<file path="src/rtl/miner_pkg.sv">
// Shared types and helpers for the SHA-256d miner datapath: FSM states,
// compact-target expansion and the digest byte swap used by every compare.
package miner_pkg;

  localparam int HASH_W = 256;

  typedef enum logic [1:0] {
    ST_IDLE,
    ST_ARM,
    ST_RUN
  } state_e;

  // Compact {mantissa[23:0], exponent[7:0]} to a full 256-bit target.
  function automatic logic [HASH_W-1:0] compact_to_target(input logic [31:0] compact);
    logic [HASH_W-1:0] t;
    logic [7:0]        e;
    e = compact[7:0];
    if (e < 8'd3)
      t = '0;
    else if (e > 8'd32)
      t = '1;
    else
      t = {{(HASH_W-24){1'b0}}, compact[31:8]} << (8 * (int'(e) - 3));
    return t;
  endfunction

  // Hasher emits the digest little-endian; byte 0 becomes the numeric MSB.
  function automatic logic [HASH_W-1:0] byte_swap256(input logic [HASH_W-1:0] d);
    logic [HASH_W-1:0] r;
    for (int i = 0; i < HASH_W / 8; i++)
      r[HASH_W-8-8*i +: 8] = d[8*i +: 8];
    return r;
  endfunction

endpackage

</file>
<file path="src/rtl/share_fifo.sv">
// Synchronous FIFO with show-ahead head, synchronous flush, and a push that is
// accepted while full when a pop happens on the same edge.
module share_fifo #(
  parameter int WIDTH = 8,
  parameter int DEPTH = 4
) (
  input  logic             CLK,
  input  logic             RST,
  input  logic             flush,
  input  logic             push,
  input  logic [WIDTH-1:0] push_data,
  input  logic             pop,
  output logic [WIDTH-1:0] pop_data,
  output logic             full,
  output logic             empty
);

  localparam int AW = $clog2(DEPTH);

  logic [WIDTH-1:0] mem [DEPTH];
  logic [AW-1:0]    wr_ptr;
  logic [AW-1:0]    rd_ptr;
  logic [AW:0]      count;
  logic             do_push;
  logic             do_pop;

  assign empty    = (count == '0);
  assign full     = (count == (AW+1)'(DEPTH));
  assign do_pop   = pop && !empty;
  assign do_push  = push && (!full || do_pop);
  assign pop_data = mem[rd_ptr];

  always_ff @(posedge CLK or negedge RST) begin
    if (!RST) begin
      wr_ptr <= '0;
      rd_ptr <= '0;
      count  <= '0;
    end else if (flush) begin
      wr_ptr <= '0;
      rd_ptr <= '0;
      count  <= '0;
    end else begin
      if (do_push) wr_ptr <= wr_ptr + 1'b1;
      if (do_pop)  rd_ptr <= rd_ptr + 1'b1;
      unique case ({do_push, do_pop})
        2'b10:   count <= count + (AW+1)'(1);
        2'b01:   count <= count - (AW+1)'(1);
        default: ;
      endcase
    end
  end

  // NOTE: storage is deliberately not reset; the pointers/count define validity,
  // and a reset on the array would cost a mux per bit for no behavioural gain.
  always_ff @(posedge CLK) begin
    if (do_push && !flush) mem[wr_ptr] <= push_data;
  end

endmodule

</file>
<file path="src/rtl/share_capture.sv">
// Compares final SHA-256d digests against the job target, recovers the
// {time, nonce} of each hit by counting results, and queues shares for the host.
module share_capture
  import miner_pkg::*;
#(
  parameter int FIFO_DEPTH = 4,
  parameter int DROP_W     = 8
) (
  input  logic              CLK,
  input  logic              RST,
  input  logic              start,
  input  logic              stop,
  input  logic [31:0]       time_in,
  input  logic [31:0]       nonce_in,
  input  logic [31:0]       target_in,
  input  logic              hash_valid,
  input  logic [HASH_W-1:0] hash_in,
  output logic              share_valid,
  input  logic              share_ready,
  output logic [31:0]       share_time,
  output logic [31:0]       share_nonce,
  output logic [HASH_W-1:0] share_hash,
  output logic              overflow,
  output logic [DROP_W-1:0] drop_count,
  output logic              busy
);

  localparam int ENTRY_W = 64 + HASH_W;

  state_e             state;
  logic [63:0]        counter;
  logic [HASH_W-1:0]  target;
  logic               hit_q;
  logic [ENTRY_W-1:0] hit_entry;
  logic [ENTRY_W-1:0] head;
  logic [ENTRY_W-1:0] hold;
  logic               fifo_full;
  logic               fifo_empty;
  logic               push;
  logic               pop;
  logic               drop;

  // A hit still in the compare register is discarded by start or stop.
  assign push = hit_q && !start && !stop;
  assign pop  = share_ready && !fifo_empty;
  assign drop = push && fifo_full && !pop;

  share_fifo #(
    .WIDTH (ENTRY_W),
    .DEPTH (FIFO_DEPTH)
  ) u_fifo (
    .CLK       (CLK),
    .RST       (RST),
    .flush     (start),
    .push      (push),
    .push_data (hit_entry),
    .pop       (pop),
    .pop_data  (head),
    .full      (fifo_full),
    .empty     (fifo_empty)
  );

  // NOTE: every register here uses non-blocking assignment so each one sees
  // the pre-edge value of the others regardless of statement order.
  always_ff @(posedge CLK or negedge RST) begin
    if (!RST) begin
      state      <= ST_IDLE;
      counter    <= '0;
      target     <= '0;
      hit_q      <= 1'b0;
      overflow   <= 1'b0;
      drop_count <= '0;
    end else begin
      hit_q <= 1'b0;
      if (start) begin
        state      <= ST_ARM;
        counter    <= {time_in, nonce_in};
        target     <= compact_to_target(target_in);
        overflow   <= 1'b0;
        drop_count <= '0;
      end else if (stop) begin
        state <= ST_IDLE;
      end else begin
        if (drop) begin
          overflow <= 1'b1;
          if (drop_count != '1) drop_count <= drop_count + 1'b1;
        end
        unique case (state)
          ST_ARM: state <= ST_RUN;
          ST_RUN: begin
            if (hash_valid) begin
              hit_q   <= (byte_swap256(hash_in) < target);
              counter <= counter + 64'd1;
            end
          end
          default: ;
        endcase
      end
    end
  end

  always_ff @(posedge CLK) begin
    if (hash_valid) hit_entry <= {counter, hash_in};
  end

  // Last head shown is retained so the share outputs hold once the queue drains.
  always_ff @(posedge CLK or negedge RST) begin
    if (!RST)             hold <= '0;
    else if (!fifo_empty) hold <= head;
  end

  assign share_valid = !fifo_empty;
  assign {share_time, share_nonce, share_hash} = fifo_empty ? hold : head;
  assign busy = (state != ST_IDLE);

endmodule

</file>
<file path="config.mk">
export PLATFORM = sky130hd
export DESIGN_NAME = share_capture
export DESIGN_NICKNAME = d
export VERILOG_FILES = /design/src/rtl/miner_pkg.sv /design/src/rtl/share_fifo.sv /design/src/rtl/share_capture.sv
export SDC_FILE = /design/constraint.sdc
export NUM_CORES = 2
export LEC_CHECK = 0
export CORE_MARGIN = 8
export CORE_UTILIZATION = 58
export DETAILED_ROUTE_END_ITERATION = 10
export PLACE_DENSITY_LB_ADDON = 0.15
export SYNTH_ARGS = -nofsm -noshare
export SYNTH_HDL_FRONTEND = slang
export SYNTH_SLANG_ARGS = --single-unit
</file>
<file path="constraint.sdc">
create_clock -name CLK -period 12.9 [get_ports CLK]
set_input_delay 3.87 -clock CLK [delete_from_list [all_inputs] [get_ports CLK]]
set_output_delay 3.87 -clock CLK [all_outputs]
set_load 0.01 [all_outputs]
</file>
==> impl_results.rst <==
.. list-table::
   :header-rows: 1

   * - Metric
     - Value
   * - Count of port buffers added during placement
     - 688
   * - Worst r2r dst
     - u_fifo.mem[2][101]$_DFFE_PP_
   * - Synth Register Bits
     - about 2300
   * - Switching power share of the total
     - 22.98%
   * - Post-synthesis async set-or-reset flop share
     - between 20% and 30%
   * - Vias in the first global route
     - 49650
   * - Multi-input gate area in the final layout
     - around 23000 sq um
   * - Number of synthesis warnings
     - 0
   * - Most common cell in the synthesized netlist
     - edfxtp_1
   * - Clock tree from TritonCTS
     - yes
   * - First-pass GRT wire length
     - 343000 um
   * - Count of maximum capacitance violations
     - 0
   * - Synth-to-Final Area Change
     - 19.03%
   * - Hold Path Sink
     - u_fifo.mem[0][120]$_DFFE_PP_
   * - Largest cells by area after synthesis
     - edfxtp_1 54%, dfrtp_1 19%, mux4_2 8.1%
   * - Global-route usage over all layers
     - 27.94%
   * - Crit path buffers/inverters
     - 3
   * - Tot Pwr
     - 0.01649 W
   * - Critical path class
     - register to output port
   * - Headroom to the max-slew limit
     - under 10%
   * - Routed vias
     - ~49000
   * - Achievable clock frequency
     - between 100 and 150 MHz
   * - Setup slack of the most critical reg-to-reg path
     - 8430 ps
   * - Commonest cells in the netlist
     - 1600 x edfxtp_1, 659 x dfrtp_1, 329 x mux2_2
   * - Initial antenna violation count
     - 45
   * - Final setup violating endpoints
     - 0
   * - Clock transition time at the flip-flop clock pins of the worst setup and hold paths
     - 60 ps
   * - DRC viols
     - 0
   * - Fill cell instance count of the final layout
     - roughly 9800
   * - Largest driver fanout on the critical path
     - around 100
   * - Internal Power
     - about 0.013 W
   * - Worst Hold Depth
     - 0
   * - Net Count, Synth
     - around 5500
   * - Worst reg2reg path startpoint
     - hit_q$_DFF_PN0_
   * - Hold buffer count at cts
     - 0
   * - Status
     - completed
   * - Die Span X
     - around 410 um
   * - Final worst path period share
     - approximately two thirds
   * - Number of gates resized after cts
     - 0
   * - Fraction of layout cells with a size suffix above 1
     - 19.24%
   * - Count of nets left with antenna violations after detail routing
     - 0
   * - Master cell of the clock root buffer
     - clkbuf_16
   * - Clock Sinks
     - 2259
   * - Power Density
     - approximately 160 nW/um^2
   * - Top FF cell, synth
     - edfxtp_1
   * - Clock network fraction of design power
     - between 30% and 40%
   * - Buffers inserted during post-CTS setup optimization
     - 0
   * - Total number of nets in the final design
     - between 6000 and 7000
   * - Number of optimization iterations in the first detailed-route pass
     - 6
   * - Worst Reg2Reg Path Length in Cells
     - 5
   * - Worst Setup Start Kind
     - register
   * - Number of max-slew violations in the final report
     - 0
   * - Worst vdd ir
     - around 0.00013 V
   * - Full die area
     - approximately 170000 sq um
   * - Crit path max-delay family
     - buffers and inverters
   * - Routed wire per std cell
     - about 30 um
   * - Kind of path behind the tightest hold check
     - register to register
   * - Setup repair after global routing missed its margin
     - no
   * - Area share of the leading cell type in the synthesized netlist
     - 54.06%
   * - Final Hold Violating Endpoints
     - 0
   * - Register area share after synthesis
     - a little over 70%
   * - Detail-routed via count per cell
     - between 6 and 7
   * - Worst Path Arrival
     - between 4000 and 5000 ps
   * - Number of ports placed on the die boundary
     - about 690
   * - Capturing element type of the critical path
     - output port
   * - Most area-hungry cell type in the Yosys netlist
     - edfxtp_1
   * - Critical path, cell by cell
     - buf_12, buf_4, mux4_2, mux2_2, clkdlybuf4s50_1
   * - Net switching power of the design
     - 0.003789 W
   * - CP Data Required Time
     - between 9000 and 10000 ps
   * - Slew @ Worst Pin
     - around 1400 ps
   * - Detailed-placement wirelength estimate
     - 156000 um
   * - Library cells used by synthesis
     - between 80 and 90
   * - Latest clock arrival within the worst-skew pair
     - between 800 and 900 ps
   * - Total CTS buffers
     - between 200 and 250
   * - Initial core utilization
     - about 60%
   * - Largest net degree at the start of global routing
     - approximately 150
   * - Critical Path Max Stage Delay
     - around 950 ps
   * - Highest-delay cell along the critical path
     - dfrtp_4
   * - CTS HTree Levels
     - 4
   * - Netlist area before placement
     - ~90000 sq um
   * - Hold path startpoint
     - hit_entry[120]$_DFFE_PP_
   * - Height of the die
     - between 400 and 500 um
   * - Standard cell core area
     - between 150000 and 200000 sq um
   * - Clock tree buffer depth
     - 3
   * - Detailed Route Iter0 Violations
     - 4775
   * - Sequential group share of total power
     - 50.9%
   * - Clock period minus final worst setup slack
     - slightly below 9000 ps
   * - Placer Congestion
     - roughly 0.9
   * - Number of placement rows
     - between 100 and 150
   * - Leakage power summed over all cells
     - between 30 and 40 nW
   * - Number of flops mapped to enable cells by yosys
     - between 1500 and 2000
   * - Residual overflow from global routing
     - 0
   * - Final setup skew
     - roughly 59 ps
   * - Post-synthesis instance total
     - ~4900
   * - Post-Syn Area per Cell
     - between 15 and 20 sq um
   * - Relative contribution of combinational cells to total power
     - under 10%
   * - Wire length after detailed routing
     - between 200000 and 250000 um
   * - Total Neg Setup Slack
     - 0 ps
   * - Combined flip-flop and latch cell area
     - ~65000 sq um
power by group through the flow:
stage / sequential [W] / clock, W / combinational, W
5_1_grt: 0.00844 / 0.00684 / 0.00173
2_1_floorplan: 0.00846 / 0 / 0.000705
6_report: 0.00840 / 0.00648 / 0.00162
4_1_cts: 0.00840 / 0.00657 / 0.00163
3_5_place_dp: 0.00854 / 0 / 0.00162
3_3_place_gp: 0.00852 / 0 / 0.00160
registers in the layout (all words and copies together) (netlist names):
| name | count |
|---|---|
| u_fifo.mem | 1280 |
| hit_entry | 320 |
| hold | 320 |
| target | 256 |
| counter | 64 |
| drop_count | 8 |
| u_fifo.count | 3 |
| state | 2 |
| u_fifo.rd_ptr | 2 |
| u_fifo.wr_ptr | 2 |
| hit_q | 1 |
| overflow | 1 |
metal layers:
metal	global-route usage, %	vias to the layer above	share of wire [%]
li1	-	20850	-
met1	38.25	25260	40
met2	44.96	2072	49
met3	7.883	349	9.3
met4	6.976	24	2.5
met5	0	-	0.067
through the flow:
stage,setup slack (ps),instances,hold slack [ps],util [%],instance area [sq um]
3_3_place_gp,4141,7450,458.1,64.67,98360
5_1_grt,3958,7870,483.2,69.53,105700
4_1_cts,4105,7863,464.3,69.52,105700
3_5_place_dp,4157,7450,467.0,64.67,98360
6_report,4256,7889,465.3,69.56,105800
2_1_floorplan,3546,4896,444.4,-,88890
layout by cell type (no fill, tap or decap), types with 42 or more instances in the layout:
master           Yosys  final
o221ai_1            69     69
o21ai_0             94     94
nand2_1            166    166
mux2_2             329    329
mux4_2             320    320
dfrtp_1            659    657
nand4_1             60     60
clkbuf_16            0    218
clkbuf_1           154     51
nand3_1             42     42
a21oi_1            108    105
a221o_1            162    162
ha_1               263    262
xor2_1              56     55
inv_1              269    269
edfxtp_1          1600   1600
nor2_1              89     89
clkinv_2             0     45
clkdlybuf4s50_1      0    685
worst register-to-register path, cell delays in order (launching register included):
cell and delay, ps:
dfrtp_1 350, nor3b_1 910, nor2b_1 610, and2_4 750
buf_4 620, buf_12 540
worst max-delay path by stage:
stage                                             from                      endpoint  slack [ps]  depth (start not counted)
after floorplan                                  start    u_fifo.mem[0][0]$_DFFE_PP_        3550                          5
after detailed placement                          stop  u_fifo.mem[3][209]$_DFFE_PP_        4160                          6
final                     u_fifo.rd_ptr[0]$_DFFE_PN0P_                share_hash[69]        4260                          5
after CTS                 u_fifo.rd_ptr[0]$_DFFE_PN0P_                share_hash[69]        4110                          5
after global routing      u_fifo.rd_ptr[0]$_DFFE_PN0P_                share_hash[69]        3960                          5
after global placement                            stop  u_fifo.mem[3][209]$_DFFE_PP_        4140                          6
cell type report:
| cell class | instances | area share [%] |
|---|---|---|
| antenna | 26 | 0.06150 |
| clock buffer | 291 | 5.624 |
| clock inverter | 122 | 1.345 |
| inverter | 270 | 0.9627 |
| multi-input combinational | 2147 | 21.48 |
| sequential | 2259 | 61.01 |
| tap | 2030 | 2.401 |
| timing repair buffer | 744 | 7.121 |
cell families (layout without fill, tap and decap cells):
group / after synthesis / in the layout / synth area share (%)
xor+xnor: 82 / 82 / 0.8080
compound gates: 650 / 650 / 5.532
other cells: 0 / 26 / 0
mux: 660 / 660 / 12.40
flops: 2259 / 2259 / 72.61
buf+inv: 490 / 1427 / 2.114
fa+ha+maj: 264 / 264 / 3.725
simple gates: 491 / 491 / 2.810
No activity file was read; power rests on OpenSTA's default activity.
